**config.mk**
```make
export PLATFORM = sky130hd
export DESIGN_NAME = edit_controller
export DESIGN_NICKNAME = d
export VERILOG_FILES = /design/src/rtl/edit_ctrl_pkg.sv /design/src/rtl/key_conditioner.sv /design/src/rtl/edit_controller.sv
export SDC_FILE = /design/constraint.sdc
export NUM_CORES = 1
export LEC_CHECK = 0
export ABC_AREA = 0
export BUFFER_PORTS_ARGS = -buffer_cell sky130_fd_sc_hd__buf_2
export CORE_UTILIZATION = 55
export CTS_BUF_LIST = sky130_fd_sc_hd__clkbuf_8
export DETAILED_ROUTE_END_ITERATION = 12
export PLACE_DENSITY = 0.74
export SLEW_MARGIN = 15
export SYNTH_ARGS = -nofsm -noshare
export SYNTH_HDL_FRONTEND = slang
export SYNTH_SLANG_ARGS = --single-unit
export TNS_END_PERCENT = 10
```
**constraint.sdc**
```tcl
create_clock -name clk -period 2.75 [get_ports clk]
set_input_delay 0.1375 -clock clk [delete_from_list [all_inputs] [get_ports clk]]
set_output_delay 0.1375 -clock clk [all_outputs]
set_load 0.01 [all_outputs]
```
**src/rtl/edit_ctrl_pkg.sv**
```systemverilog
// Shared types and constants for the time-of-day edit controller.
package edit_ctrl_pkg;

    typedef enum logic {
        RUN  = 1'b0,
        EDIT = 1'b1
    } state_e;

    localparam logic [2:0] POS_SEC_ONES = 3'd5;
    localparam logic [2:0] POS_MAX      = 3'd5;
    localparam logic [1:0] NUM_SCREENS  = 2'd3;

    function automatic int unsigned cnt_width(input int unsigned n);
        return (n > 32'd1) ? $clog2(n) : 1;
    endfunction

endpackage

```
**src/rtl/key_conditioner.sv**
```systemverilog
// One push button: 2-flop synchronizer, debounce, press pulse and optional auto-repeat.
module key_conditioner
    import edit_ctrl_pkg::*;
#(
    parameter int unsigned DEBOUNCE_CYCLES = 500_000,
    parameter int unsigned REPEAT_DELAY    = 25_000_000,
    parameter int unsigned REPEAT_RATE     = 10_000_000,
    parameter bit          REPEAT_EN       = 1'b0
) (
    input  logic clk,
    input  logic rst_n,
    input  logic i_key_n,
    output logic o_event
);
    localparam int unsigned DEB_W = cnt_width(DEBOUNCE_CYCLES);
    localparam logic [DEB_W-1:0] DEB_LAST = DEB_W'(DEBOUNCE_CYCLES - 1);

    logic             r_sync1, r_sync2, r_deb, r_deb_d, r_armed, r_press;
    logic [DEB_W-1:0] r_deb_cnt;
    logic             w_differs, w_settled, w_repeat;

    // Until a released level has been seen after reset, count stable-high samples instead.
    assign w_differs = r_armed ? (r_sync2 != r_deb) : r_sync2;
    assign w_settled = w_differs && (r_deb_cnt == DEB_LAST);

    // Synchronizer, debounce counter and registered press detection.
    always_ff @(posedge clk or negedge rst_n) begin
        if (!rst_n) begin
            r_sync1   <= 1'b1;
            r_sync2   <= 1'b1;
            r_deb     <= 1'b1;
            r_deb_d   <= 1'b1;
            r_armed   <= 1'b0;
            r_press   <= 1'b0;
            r_deb_cnt <= '0;
        end else begin
            r_sync1 <= i_key_n;
            r_sync2 <= r_sync1;
            r_deb_d <= r_deb;
            r_press <= r_deb_d & ~r_deb;
            if (!w_differs) begin
                r_deb_cnt <= '0;
            end else if (w_settled) begin
                r_deb_cnt <= '0;
                if (r_armed) begin
                    r_deb <= r_sync2;
                end else begin
                    r_armed <= 1'b1;
                end
            end else begin
                r_deb_cnt <= r_deb_cnt + DEB_W'(1);
            end
        end
    end

    generate
        if (REPEAT_EN) begin : g_rpt
            localparam int unsigned RPT_W =
                cnt_width((REPEAT_DELAY > REPEAT_RATE) ? REPEAT_DELAY : REPEAT_RATE);
            localparam logic [RPT_W-1:0] DELAY_LAST = RPT_W'(REPEAT_DELAY - 1);
            localparam logic [RPT_W-1:0] RATE_LAST  = RPT_W'(REPEAT_RATE - 1);

            logic             r_rpt_active, r_rpt_first;
            logic [RPT_W-1:0] r_rpt_cnt;
            logic             w_rpt_hit;

            assign w_rpt_hit = r_rpt_active &&
                               (r_rpt_cnt == (r_rpt_first ? DELAY_LAST : RATE_LAST));
            // A release already visible at the synchronizer suppresses a pending repeat.
            assign w_repeat  = w_rpt_hit && !r_sync2;

            // Repeat timer measured from the previous pulse while the key stays down.
            always_ff @(posedge clk or negedge rst_n) begin
                if (!rst_n) begin
                    r_rpt_active <= 1'b0;
                    r_rpt_first  <= 1'b0;
                    r_rpt_cnt    <= '0;
                end else if (r_press) begin
                    r_rpt_active <= 1'b1;
                    r_rpt_first  <= 1'b1;
                    r_rpt_cnt    <= '0;
                end else if (r_deb) begin
                    r_rpt_active <= 1'b0;
                    r_rpt_cnt    <= '0;
                end else if (w_rpt_hit) begin
                    r_rpt_first <= 1'b0;
                    r_rpt_cnt   <= '0;
                end else if (r_rpt_active) begin
                    r_rpt_cnt <= r_rpt_cnt + RPT_W'(1);
                end else begin
                    r_rpt_cnt <= '0;
                end
            end
        end else begin : g_no_rpt
            assign w_repeat = 1'b0;
        end
    endgenerate

    assign o_event = r_press | w_repeat;

endmodule

```
**src/rtl/edit_controller.sv**
```systemverilog
// Button-driven RUN/EDIT controller: selects the edited digit and screen, strobes inc/dec.
module edit_controller
    import edit_ctrl_pkg::*;
#(
    parameter int unsigned DEBOUNCE_CYCLES = 500_000,
    parameter int unsigned TIMEOUT_CYCLES  = 500_000_000,
    parameter int unsigned REPEAT_DELAY    = 25_000_000,
    parameter int unsigned REPEAT_RATE     = 10_000_000
) (
    input  logic       clk,
    input  logic       reset,
    input  logic       KeyMode,
    input  logic       KeyNext,
    input  logic       KeyPlus,
    input  logic       KeyMinus,
    output logic       EditMode,
    output logic [2:0] EditPos,
    output logic [1:0] screen,
    output logic       IncPulse,
    output logic       DecPulse
);
    localparam int unsigned IDLE_W = cnt_width(TIMEOUT_CYCLES + 1);
    localparam logic [IDLE_W-1:0] IDLE_MAX = IDLE_W'(TIMEOUT_CYCLES);

    state_e            r_state, w_state_nxt;
    logic [2:0]        r_pos, w_pos_nxt;
    logic [1:0]        r_screen, w_screen_nxt;
    logic              r_inc, w_inc_nxt, r_dec, w_dec_nxt;
    logic [IDLE_W-1:0] r_idle, w_idle_nxt;
    logic              w_ev_mode, w_ev_next, w_ev_plus, w_ev_minus;

    key_conditioner #(.DEBOUNCE_CYCLES(DEBOUNCE_CYCLES), .REPEAT_DELAY(REPEAT_DELAY),
                      .REPEAT_RATE(REPEAT_RATE), .REPEAT_EN(1'b0))
        u_key_mode  (.clk(clk), .rst_n(reset), .i_key_n(KeyMode),  .o_event(w_ev_mode));
    key_conditioner #(.DEBOUNCE_CYCLES(DEBOUNCE_CYCLES), .REPEAT_DELAY(REPEAT_DELAY),
                      .REPEAT_RATE(REPEAT_RATE), .REPEAT_EN(1'b0))
        u_key_next  (.clk(clk), .rst_n(reset), .i_key_n(KeyNext),  .o_event(w_ev_next));
    key_conditioner #(.DEBOUNCE_CYCLES(DEBOUNCE_CYCLES), .REPEAT_DELAY(REPEAT_DELAY),
                      .REPEAT_RATE(REPEAT_RATE), .REPEAT_EN(1'b1))
        u_key_plus  (.clk(clk), .rst_n(reset), .i_key_n(KeyPlus),  .o_event(w_ev_plus));
    key_conditioner #(.DEBOUNCE_CYCLES(DEBOUNCE_CYCLES), .REPEAT_DELAY(REPEAT_DELAY),
                      .REPEAT_RATE(REPEAT_RATE), .REPEAT_EN(1'b1))
        u_key_minus (.clk(clk), .rst_n(reset), .i_key_n(KeyMinus), .o_event(w_ev_minus));

    // Next-state and next-output decode; KeyMode wins over everything else.
    always_comb begin
        w_state_nxt  = r_state;
        w_pos_nxt    = r_pos;
        w_screen_nxt = r_screen;
        w_inc_nxt    = 1'b0;
        w_dec_nxt    = 1'b0;
        w_idle_nxt   = r_idle;
        case (r_state)
            RUN: begin
                w_idle_nxt = '0;
                if (w_ev_mode) begin
                    w_state_nxt = EDIT;
                    w_pos_nxt   = POS_SEC_ONES;
                end else if (w_ev_next) begin
                    w_screen_nxt = (r_screen == (NUM_SCREENS - 2'd1)) ? 2'd0 : r_screen + 2'd1;
                end else begin
                    w_screen_nxt = r_screen;
                end
            end
            EDIT: begin
                if (w_ev_mode) begin
                    w_state_nxt = RUN;
                    w_idle_nxt  = '0;
                end else begin
                    if (w_ev_next) begin
                        w_pos_nxt = (r_pos == 3'd0) ? POS_MAX : r_pos - 3'd1;
                    end else begin
                        w_pos_nxt = r_pos;
                    end
                    w_inc_nxt = w_ev_plus & ~w_ev_minus;
                    w_dec_nxt = w_ev_minus & ~w_ev_plus;
                    if (w_ev_next | w_ev_plus | w_ev_minus) begin
                        w_idle_nxt = '0;
                    end else begin
                        w_idle_nxt = (r_idle == IDLE_MAX) ? IDLE_MAX : r_idle + IDLE_W'(1);
                        if (w_idle_nxt == IDLE_MAX) begin
                            w_state_nxt = RUN;
                        end else begin
                            w_state_nxt = EDIT;
                        end
                    end
                end
            end
            default: begin
                w_state_nxt = RUN;
                w_idle_nxt  = '0;
            end
        endcase
    end

    // State and registered outputs.
    always_ff @(posedge clk or negedge reset) begin
        if (!reset) begin
            r_state  <= RUN;
            r_pos    <= POS_SEC_ONES;
            r_screen <= 2'd0;
            r_inc    <= 1'b0;
            r_dec    <= 1'b0;
            r_idle   <= '0;
        end else begin
            r_state  <= w_state_nxt;
            r_pos    <= w_pos_nxt;
            r_screen <= w_screen_nxt;
            r_inc    <= w_inc_nxt;
            r_dec    <= w_dec_nxt;
            r_idle   <= w_idle_nxt;
        end
    end

    assign EditMode = (r_state == EDIT);
    assign EditPos  = r_pos;
    assign screen   = r_screen;
    assign IncPulse = r_inc;
    assign DecPulse = r_dec;

endmodule
```
; Yosys cells after proc, flatten, opt, wreduce, memory -nomap -nowiden
; Index checks and enable logic that the tools add are counted.
[classes]
eq_ne = 18
mux = 51
n_reduce_logical = 27
n_bitwise = 18
n_addsub = 9
[ops]
columns = operator, count
row1 = $mux 25, 10
row2 = $mux 19, 8
row3 = $mux 29, 3
row4 = $add 19x1->19 const B, 4
row5 = $eq 19x19->1 const B, 4
row6 = $eq 29x29->1 const B, 2
row7 = $pmux 29 s2, 1
row8 = $add 25x1->25 const B, 2
row9 = $eq 25x25->1, 2
row10 = $add 29x1->29 const B, 1
row11 = $mux 1, 22
row12 = $reduce_and 3->1, 6
row13 = $mux 3, 4
row14 = $reduce_and 2->1, 6
row15 = $logic_and 1x1->1, 8
row16 = $not 1->1, 8
row17 = $reduce_bool 2->1, 4
row18 = $and 1x1->1, 6
row19 = $ne 2x2->1 const B, 3
row20 = $pmux 3 s2, 1
row21 = $ne 1x1->1, 4
row22 = $ne 2x1->1 const B, 2
row23 = $or 1x1->1, 4
row24 = $logic_not 3->1, 1
row25 = other kinds (6), 7
[totals]
ff_bits = 191
inputBits = 6
output_inout_bits = 8
wordCells = 163

; Logic depth before layout (Yosys ltp)
[depth]
ltp_word = 10
mapped_depth = 9
ltp_nobuf = 9

; By module
; Synthesis repeated with hierarchy kept, for this count alone.
[unflattened]
hier_cells = 1006
hier_area_um2 = 9880.7
[modules_own_cells]
columns = mod, seq_area_each_um2, cells_per_inst, n_inst, area_each_um2
row1 = key_conditioner at u_key_minus ..., 1306.3, 271, 2, 2702.6
row2 = key_conditioner at u_key_mode ..., 630.6, 111, 2, 1162.4
row3 = edit_controller, 928.4, 242, 1, 2150.8

; Worst setup path before layout
; OpenSTA, ideal clock, no wires.
[synth_timing]
kind = register to register
start = reg r_idle[3]
end = reg r_state, in the netlist EditMode
stages_incl_launch_ff = 9
setup_time_ns = 0.144
period_less_slack_ns = 2.662
arrival_time_ns = 2.517
setup_slack_ns = 0.088
n_path_buf = 1
t_required_ns = 2.606
path_cell_list = dfrtp_1 -> buf_6 -> or3_4 -> or4_1 -> or4_1 -> a2111oi_2 -> nand2_1 -> nor4_2 -> a41oi_1
[synth_via]
elab_chain_len = 7
[synth_lines]
columns = element, line
row1 = from (decl), edit_controller.sv:29  ; logic [IDLE_W-1:0] r_idle, w_idle_nxt;
row2 = from (signal assigned), edit_controller.sv:111  ; r_idle <= w_idle_nxt;
row3 = $add 29x1->29 or $eq 29x29->1 (tied branches), edit_controller.sv:80  ; w_idle_nxt = (r_idle == IDLE_MAX) ? IDLE_MAX : r_idle + IDLE_W'(1);
row4 = $mux 29 *, edit_controller.sv:80
row5 = $eq 29x29->1 *, edit_controller.sv:81  ; if (w_idle_nxt == IDLE_MAX) begin
row6 = $mux 1 *, edit_controller.sv:81
row7 = $mux 1 *, edit_controller.sv:77  ; if (w_ev_next | w_ev_plus | w_ev_minus) begin
row8 = $mux 1 *, edit_controller.sv:66  ; if (w_ev_mode) begin
row9 = $pmux 1 s2 *, edit_controller.sv:53  ; case (r_state)
row10 = named net w_state_nxt, edit_controller.sv:25  ; state_e r_state, w_state_nxt;
row11 = to (signal assigned), edit_controller.sv:106  ; r_state <= w_state_nxt;
row12 = to (decl), edit_controller.sv:25
; Mark *: on every way through the listed nets, which the timed path passes. The rest lies on a longest branch.
; A chain may end at the register's enable or synchronous reset.

; Final worst setup path
; Same ends and word-level chain as after synthesis.

==> results.txt <==
The run finished with clean final reports. The half-perimeter wire length after detailed placement came out at 11000 um. The number of antenna cells inserted came out at 0. The clock transition at the register clock pins on the worst setup and hold paths after CTS came out at 0.10 ns. After synthesis, the share of flip-flops with an asynchronous set or reset is between 90% and 100%. Using the TritonRoute via totals, the vias-per-cell ratio works out to 5.39. The site row count is 46. The slew of the pin with the lowest slew margin came out at 0.816 ns. The mapped cell area came out at 9140 um2. The routed design could run at a clock period as short as 2.64 ns.

STA classifies the critical path startpoint as a flip-flop. The clock latency on the worst-skew pair is 0.47 ns. The number of violations reported at the end of detailed-routing iteration 0 came out at 414. The switching share of total power is a little under a quarter. The endpoint arrival time on the critical path is 2.97 ns.

Measured along the x axis, the die boundary spans 131 um. Compared with the post-synthesis result, the final layout area differs by 9.76%. The required time of the critical path came out at 3.09 ns. The peak clock frequency supported by timing came out at between 300 and 400 MHz.

The overall via count from detail_route came out at 6463. The number of global-route vias before repair came to 6364. For this configuration, the core starts out at a cell density of 56.9%. The final non-filler cell area came out at 10000 um2.

Leaving out fill and tap cells, the most frequent cells in the layout are sky130_fd_sc_hd__nor2_1, sky130_fd_sc_hd__dfrtp_1, sky130_fd_sc_hd__xor2_1. After detailed placement, the total cell area comes to 9550 um2. The share of final-layout standard cells stronger than drive strength 1 is 10.2%.

The post-layout net count came out at 985. The maximum resistive drop on vdd is 384 uV. The fill cell instance count of the final layout is between 1000 and 1500. The setup total negative slack is 0 ns.

STA classifies the critical path endpoint as a flip-flop. The cell count after synthesis came out at 939. Max-cap violations in this run came to 0. TritonCTS built the clock tree. The number of different library cells in the post-synthesis netlist came out at between 50 and 60.

The post-synthesis register bit count came out at between 150 and 200. The setup skew after layout is roughly 0.011 ns. The area enclosed by the die boundary came out at 17100 um2. Wires add up to roughly 16000 um.

The cell sitting at the root of the clock tree is a sky130_fd_sc_hd__clkbuf_8. The max-slew violation count came out at 0. The combinational cell fraction of total power came out at 2.4%. During synthesis, Yosys emitted a total of 0 warnings.

The worst-path maximum fanout came out at 2. The average instance area after synthesis came out at 9.74 um2. The largest net degree at the start of global routing is 86. The initial antenna violation count is 0. The pre-antenna-repair detailed-routing pass consisted of 5 iterations. Total power for the finished layout comes to 4900 uW. The number of top-level pins is 14.

The normalized max-slew margin came out at 45.5%. The share of total power dissipated in the clock network is slightly below 40%. The portion of total power attributed to sequential cells came out at just under 60%. The fraction of the yosys area taken by sequential cells is 52.5%. In this run, synthesis inferred 0 flip-flops with an integrated enable. The fraction of the cycle the final worst path needs came out at between 90% and 100%. The number of setup violations in the final report came out at 0. The post-synthesis net count came out at approximately 950.

Clock tree synthesis found a total of 191 sinks. The average wire per standard cell came out at 13.6 um. The congestion estimate from routability-driven global placement came to 0.851. For this run, design rule violations remaining after detail routing come to 0. The total power divided by cell area is 488 nW/um2. The net switching power is 1110 uW.

Once detail routing completed, the nets flagged for antenna violations numbered 0. The standby leakage power is around 0.0042 uW. The number of port buffers is 13.

The number of buffers inserted during clock tree synthesis is 17. CTS built an H-tree with a depth of 4. The internal power contribution came out at about 3800 uW. The critical path is of the reg2reg type. The vertical die dimension came out at about 130 um. For this run, the leading register cell type out of synthesis is sky130_fd_sc_hd__dfrtp_1. Global routing consumed, over all layers together, 21.5% of the routing resources. The buffers inserted during post-CTS setup optimization came out at 0.

The wire length of the first global-routing pass came out at 28800 um. The library cell used most frequently in the layout, excluding fill and tap cells, is sky130_fd_sc_hd__nor2_1. The placeable core region came out at 16100 um2. The min-delay analysis places its worst path in the category in2async.

The number of hold-slack violations in the final timing report was 0. Summed over all layers, the global routing overflow is 0. The number of buffers on the longest clock path is 2.
==> synthesized netlist by cell type (3+ instances only) <==
cell / count / area share (%)
sky130_fd_sc_hd__nor2_1: 196 / 8.0
sky130_fd_sc_hd__dfrtp_1: 173 / 47
sky130_fd_sc_hd__xor2_1: 90 / 8.6
sky130_fd_sc_hd__nand2_1: 81 / 3.3
sky130_fd_sc_hd__nand3_1: 67 / 3.7
sky130_fd_sc_hd__xnor2_1: 53 / 5.1
sky130_fd_sc_hd__and3_1: 30 / 2.1
sky130_fd_sc_hd__nand4_1: 26 / 1.8
sky130_fd_sc_hd__clkbuf_1: 20 / 0.82
sky130_fd_sc_hd__inv_1: 19 / 0.78
sky130_fd_sc_hd__nor3_1: 19 / 1.0
sky130_fd_sc_hd__dfstp_2: 18 / 5.2
sky130_fd_sc_hd__nor4_1: 12 / 0.82
sky130_fd_sc_hd__nand2b_1: 11 / 0.75
sky130_fd_sc_hd__o21ai_0: 10 / 0.55
sky130_fd_sc_hd__ha_1: 9 / 1.2
sky130_fd_sc_hd__or2_2: 9 / 0.62
sky130_fd_sc_hd__a21oi_1: 8 / 0.44
sky130_fd_sc_hd__or3_1: 8 / 0.55
sky130_fd_sc_hd__mux2_2: 6 / 0.74
sky130_fd_sc_hd__nand4b_1: 6 / 0.57
sky130_fd_sc_hd__nor2b_1: 6 / 0.41
sky130_fd_sc_hd__nor4b_1: 6 / 0.57
sky130_fd_sc_hd__nand3b_1: 4 / 0.33
sky130_fd_sc_hd__nor3b_1: 4 / 0.33
sky130_fd_sc_hd__nor4bb_1: 4 / 0.44
sky130_fd_sc_hd__a21o_1: 3 / 0.25
sky130_fd_sc_hd__and2_1: 3 / 0.21
sky130_fd_sc_hd__and4_1: 3 / 0.29
sky130_fd_sc_hd__o22ai_1: 3 / 0.21
sky130_fd_sc_hd__or4_1: 3 / 0.25
==> registers in the layout, indices dropped and copies added (netlist names), 2 cells and up <==
| register | flops |
|---|---|
| r_idle | 29 |
| u_key_minus.g_rpt.r_rpt_cnt | 25 |
| u_key_plus.g_rpt.r_rpt_cnt | 25 |
| u_key_minus.r_deb_cnt | 19 |
| u_key_mode.r_deb_cnt | 19 |
| u_key_next.r_deb_cnt | 19 |
| u_key_plus.r_deb_cnt | 19 |
| EditPos | 3 |
| screen | 2 |
==> power groups by stage <==
stage / Clock [uW] / Combinational [uW] / Sequential [uW]
2_1_floorplan: 0 / 42.5 / 2900
3_3_place_gp: 0 / 115 / 2900
3_5_place_dp: 0 / 118 / 2900
4_1_cts: 1990 / 124 / 2850
5_1_grt: 2090 / 139 / 2850
6_report: 1940 / 116 / 2850
==> critical path, stage by stage, from the launching register on <==
cell,delay (ns)
sky130_fd_sc_hd__dfrtp_1,0.39
sky130_fd_sc_hd__or3_4,0.39
sky130_fd_sc_hd__or4_1,0.53
sky130_fd_sc_hd__or4_4,0.46
sky130_fd_sc_hd__a2111oi_4,0.29
sky130_fd_sc_hd__nand2_1,0.10
sky130_fd_sc_hd__nor4_2,0.22
sky130_fd_sc_hd__a41oi_1,0.14
==> per-layer routing <==
metal / up-vias / GRT usage [%] / wire length, um
li1: 3228 / - / -
met1: 3128 / 28.1 / 7940
met2: 86 / 35.3 / 7630
met3: 21 / 4.64 / 472
met4: 0 / 7.71 / 255
met5: - / 0 / 0
==> stage by stage <==
step | hold slack (ns) | worst slack [ns] | util (%) | std cells
2_1_floorplan | -0.158 | 0.0884 | - | 939
5_1_grt | 0.280 | -0.00712 | 62.5 | 1199
3_3_place_gp | 0.242 | 0.113 | 59.5 | 1162
3_5_place_dp | 0.244 | 0.110 | 59.5 | 1162
4_1_cts | 0.285 | 0.0804 | 62.4 | 1199
6_report | 0.283 | 0.113 | 62.5 | 1199
==> worst paths after layout <==
path | startpoint | endpoint | slack [ns] | depth (start not counted)
setup / recovery | r_idle[3] | EditMode | 0.11 | 7
hold / removal | reset | u_key_plus.r_deb_cnt[10] | 0.28 | 2
setup reg to reg | r_idle[3] | EditMode | 0.11 | 7
hold reg to reg | u_key_next.r_sync1 | u_key_next.r_sync2 | 0.36 | 0
max in group asynchronous | reset | u_key_minus.r_sync1 | 1.69 | 3
min in group clk | KeyMinus | u_key_minus.r_sync1 | 0.31 | 2
==> layout make-up <==
type                            instances  area, um2  area share, %
Clock buffer                           18        248           2.47
Inverter                               19       71.3          0.711
Timing Repair Buffer                   36        284           2.83
Multi-Input combinational cell        705       4190           41.8
Tap cell                              216        270           2.69
Sequential cell                       191       4800           47.8
Clock inverter                         14        169           1.68
==> what timing repair did <==
item,4_1_cts,5_1_grt
hold buffers,5,0
resized for setup,0,3
setup endpoints to repair,0,1
hold endpoints to repair,80,0
==> logic make-up after synthesis <==
family / count (synthesis) / share of synthesized area, %
fa+ha+maj: 9 / 1.23
simple gates: 503 / 26.6
mux: 7 / 0.848
compound gates: 43 / 3.23
buf+inv: 43 / 1.87
flops: 191 / 52.5
xor+xnor: 143 / 13.7
Note: power is estimated with default switching activity, not from simulation.
